File: config.mk
export PLATFORM = sky130hd
export DESIGN_NAME = data_mem_access_unit
export DESIGN_NICKNAME = d
export VERILOG_FILES = /design/src/rtl/data_mem_access_unit.sv
export SDC_FILE = /design/constraint.sdc
export NUM_CORES = 1
export LEC_CHECK = 0
export CAP_MARGIN = 20
export CORE_ASPECT_RATIO = 1.1
export CORE_MARGIN = 4
export CORE_UTILIZATION = 29
export DETAILED_ROUTE_END_ITERATION = 10
export PLACE_DENSITY = 0.58
export SYNTH_ARGS = -nofsm -noshare
export SYNTH_HDL_FRONTEND = slang
export SYNTH_SLANG_ARGS = --single-unit
File: constraint.sdc
create_clock -name clk -period 1.7 [get_ports clk]
set_input_delay 0.34 -clock clk [delete_from_list [all_inputs] [get_ports clk]]
set_output_delay 0.34 -clock clk [all_outputs]
set_load 0.03 [all_outputs]
File: src/rtl/data_mem_access_unit.sv
// data_mem_access_unit: single-outstanding load/store engine between decoder controls and a req/ack data bus
module data_mem_access_unit #(
  parameter int ADDR_W  = 32,
  parameter int DATA_W  = 32,
  parameter int TIMEOUT = 255
) (
  input  logic              clk,
  input  logic              rst,
  input  logic              read_mem,
  input  logic              write_mem,
  input  logic              load_byte,
  input  logic              store_byte,
  input  logic [ADDR_W-1:0] addr,
  input  logic [DATA_W-1:0] store_data,
  output logic              stall,
  output logic              done,
  output logic              access_err,
  output logic [DATA_W-1:0] load_data,
  output logic              bus_req,
  output logic              bus_we,
  output logic [ADDR_W-1:0] bus_addr,
  output logic [3:0]        bus_sel,
  output logic [DATA_W-1:0] bus_wdata,
  input  logic              bus_ack,
  input  logic [DATA_W-1:0] bus_rdata
);
  typedef enum logic [1:0] {IDLE, BUSY, DONE, ERR} state_t;
  state_t state_q, state_d;
  logic [15:0] cnt_q, cnt_d;
  logic req, byte_in, aligned, launch, byte_q;
  logic [1:0] lane_q;
  logic [7:0] rbyte;
  logic [DATA_W-1:0] load_d;
  assign req     = read_mem | write_mem;
  assign byte_in = write_mem ? store_byte : load_byte;
  assign aligned = byte_in | (addr[1:0] == 2'b00);
  assign launch  = (state_q == IDLE) & req & aligned;
  assign rbyte   = bus_rdata[8*lane_q +: 8];
  assign load_d  = byte_q ? {{(DATA_W-8){rbyte[7]}}, rbyte} : bus_rdata;
  always_ff @(posedge clk)
    if (rst) begin
      state_q <= IDLE;
      cnt_q   <= '0;
    end else begin
      state_q <= state_d;
      cnt_q   <= cnt_d;
    end
  always_comb begin
    state_d = state_q;
    cnt_d   = cnt_q;
    case (state_q)
      IDLE: begin
        cnt_d = '0;
        if (req) state_d = aligned ? BUSY : ERR;
      end
      BUSY:
        if (bus_ack) state_d = DONE;
        else if (cnt_q == 16'(TIMEOUT - 1)) state_d = ERR;
        else cnt_d = cnt_q + 16'd1;
      default: state_d = IDLE;
    endcase
  end
  always_comb begin
    stall      = ((state_q == IDLE) & req) | (state_q == BUSY);
    bus_req    = state_q == BUSY;
    done       = (state_q == DONE) | (state_q == ERR);
    access_err = state_q == ERR;
  end
  always_ff @(posedge clk)
    if (rst) begin
      bus_we    <= 1'b0;
      byte_q    <= 1'b0;
      lane_q    <= '0;
      bus_addr  <= '0;
      bus_sel   <= '0;
      bus_wdata <= '0;
      load_data <= '0;
    end else begin
      if (launch) begin
        bus_we    <= write_mem;
        byte_q    <= byte_in;
        lane_q    <= addr[1:0];
        bus_addr  <= {addr[ADDR_W-1:2], 2'b00};
        bus_sel   <= byte_in ? 4'b0001 << addr[1:0] : 4'b1111;
        bus_wdata <= byte_in ? {4{store_data[7:0]}} : store_data;
      end
      if ((state_q == BUSY) & bus_ack & ~bus_we) load_data <= load_d;
    end
endmodule

==> flow_summary.ini <==
[cts]
cts_root_buf = clkbuf_16
cts_buffers = 17
ctsHoldBuffers = 0
h-tree-depth = 4
cts_tree = built
clock_path_buffers = 2
clk_pin_slew_worst_paths_ns = 0.06
cts_sinks = 120
clk_latency_ns = 0.42

[critical_path]
slowest_stage = a2111o_2
path_cells = buf_4 > a2111o_2 > bufbuf_16 > a211oi_2 > nor3_1
path_class = register to register
cp.arrival_ns = 1.99
worstSetupEndpointType = register
path_buf_inv = 2
cp_max_fo = 9
cp_top_family = compound AO/OA/AOI/OAI gates
startpoint_type = register
max_stage_delay_ns = 0.51
cp.required_ns = 2.00

[global_route]
antenna_found_initial = 0
grt-busiest-layer = met2
track_usage_pct = 18.6
grt_pass1_vias = 5491
grt-ovfl-total = 0
grt_max_degree = 42
grt_use_met3_pct = 8.00
globalRouteMet2Util_pct = 30.4
grt_use_met1_pct = 22.7
grt_pass1_wl_um = 29600

[floorplan]
initial_core_util_pct = 29.6
coreArea_um2 = 17800
die_area_um2 = 20400
rows = 51
num_io_pins = 208
die_width_um = 137
die_y_um = 149

[cells_and_area]
fin_util_pct = 50.1
fin_cells = 1150
num_antenna_cells = 0
drive_gt1_share_pct = 19.1
syn2layout_area_growth_pct = 69.1
nNetsFinal = 1006

[sta]
final.setup_skew_ns = 0.0104
whs_ns = 0.308
min_period_ns = 1.69
hold_viol = 0
rsz0062_at_grt = yes
finalSetupTns_ns = 0
setup_viol = 0
max_freq_ghz = 0.593
fin_crit_sh_pct = 99.1
report.final.slew_viol_count = 0

[detailed_routing]
vias = 5651
drtAntennaViolNets = 0
drc = 0
dr.pass1.iters = 5
wl_um = 19400
drt-vias-per-instance = 4.91
wl_per_cell_um = 16.9
drtIter0Drc = 258

[synthesis]
synth_compound_gate_area_share_pct = 23.1
synth_cells = 649
ys_dominant_reg_cell = dfxtp_1
async_flop_share_pct = 0
synth_top_family_by_area = compound AO/OA/AOI/OAI gates
ys_seq_area_share_pct = 45.6
synthMuxAreaShare_pct = 2.16
synth_xor_xnor_area_share_pct = 0.332
syn_area_per_cell_um2 = 8.13
synth_cell_types = 52
synth.cell_area_um2 = 5270
synthSimpleGateAreaFrac_pct = 21.9
ys_seq_elements = 120
synth_fa_ha_area_share_pct = 0.474
synth_edf_count = 0
yosysWarningCount = 0

[power]
leakage_nw = 3.77
p_per_area_nw_per_um2 = 1040
total_power_w = 0.00926
ir_worst_vdd_uv = 715

[placed_design]
dp_hpwl_um = 13600
port_buffers = 205
finalWeightedCongestion = 0.799
place_inst = 1102

[outcome]
status = complete, no violations

[min_path]
worstHoldPathType = input port to register

[run]
cap_violations = 0
what timing repair did:
action                     CTS  global route
buffers inserted             8             5
setup endpoints to repair  178           102
pin swaps                    4            13
resized for setup          131            45
gates cloned                 4             2
sequential cells by signal (all words and copies together) (netlist names):
signal     cells
bus_addr      30
bus_sel        4
bus_wdata     32
bus_we         1
byte_q         1
cnt_q         16
lane_q         2
load_data     32
state_q        2
cells in the final DEF, fill, tap and decap left out, types with 6 or more instances in the layout:
master	synthesis	layout
dfxtp_1	120	113
a2bb2oi_1	7	7
buf_4	2	68
and2_1	12	10
nand2_1	99	97
a31oi_1	8	8
a21oi_1	58	58
nor2_1	61	59
clkdlybuf4s50_1	0	96
dfxtp_2	0	6
nand3_1	10	10
buf_6	1	11
a211oi_1	23	9
mux2i_1	8	7
o22ai_1	18	18
a211oi_2	9	20
dlygate4sd2_1	0	103
o21ai_0	24	21
inv_1	24	23
clkbuf_16	0	19
nor3_1	33	29
o41ai_1	6	6
o221ai_1	7	7
layer usage:
| metal | vias to the layer above | wire, µm |
|---|---|---|
| met5 | - | 0 |
| met3 | 14 | 1580 |
| li1 | 2824 | - |
| met1 | 2633 | 8180 |
| met2 | 180 | 9500 |
| met4 | 0 | 153 |
synth_stat cells (all sizes together) (2+ instances only):
library cell  instances  area share, %
a211oi               32            5.4
a21o                  2           0.28
a21oi                58            5.5
a2bb2oi               7            1.2
a311oi                2           0.33
a31oi                 8           0.95
and2                 12            1.4
and3                  5           0.59
and4                  4           0.66
buf                  20            2.1
clkbuf               38            2.7
dfxtp               120             46
ha                    2           0.47
inv                  24            1.7
mux2i                 8            1.5
nand2                99            7.0
nand2b                2           0.24
nand3                10           0.95
nand3b                2           0.28
nand4                 5           0.59
nand4b                4           0.66
nor2                 61            4.3
nor3                 33            3.1
nor4                  2           0.24
o21ai                24            2.3
o221ai                7            1.2
o22ai                18            2.1
o311ai                6            1.0
o31ai                 4           0.57
o41ai                 6            1.0
or3                   5           0.59
or4                   2           0.28
xnor2                 2           0.33
cell type report:
class | instances | area [µm²]
Clock buffer | 23 | 478
Clock inverter | 7 | 119
Fill cell | 1696 | 8880
Inverter | 24 | 90.1
Multi-Input combinational cell | 448 | 2750
Sequential cell | 120 | 2410
Tap cell | 238 | 298
Timing Repair Buffer | 290 | 2770
cell families after synthesis:
family                     Yosys count
and+or+nand+nor                    251
AOI/OAI and AO/OA                  181
adders and majority gates            2
DFF                                120
muxes                               10
xor gates and xnor gates             2
other                                1
buffers and inverters               82
metrics by stage:
step / setup WS (ns) / area, µm²
final: 0.0146 / 8920
after global routing: -0.0446 / 8920
after CTS: -0.00356 / 8670
after detailed placement: -0.582 / 7960
after global placement: -0.605 / 7960
after floorplan: 0.00701 / 5280
where the power goes:
part           internal, W  switching [W]  total, W
Combinational      0.00105        0.00134   0.00239
Sequential         0.00304       0.000125   0.00317
Clock              0.00240        0.00130   0.00370
Total              0.00650        0.00276   0.00926
final timing paths:
check	start	end	slack, ns	cells past startpoint
max	state_q[1]	bus_wdata[18]	0.01	5
min	rst	cnt_q[6]	0.31	2
max reg2reg	state_q[1]	bus_wdata[18]	0.01	5
min reg2reg	bus_addr[30]	bus_addr[30]	0.45	2
(Power assumes the default switching activity.)
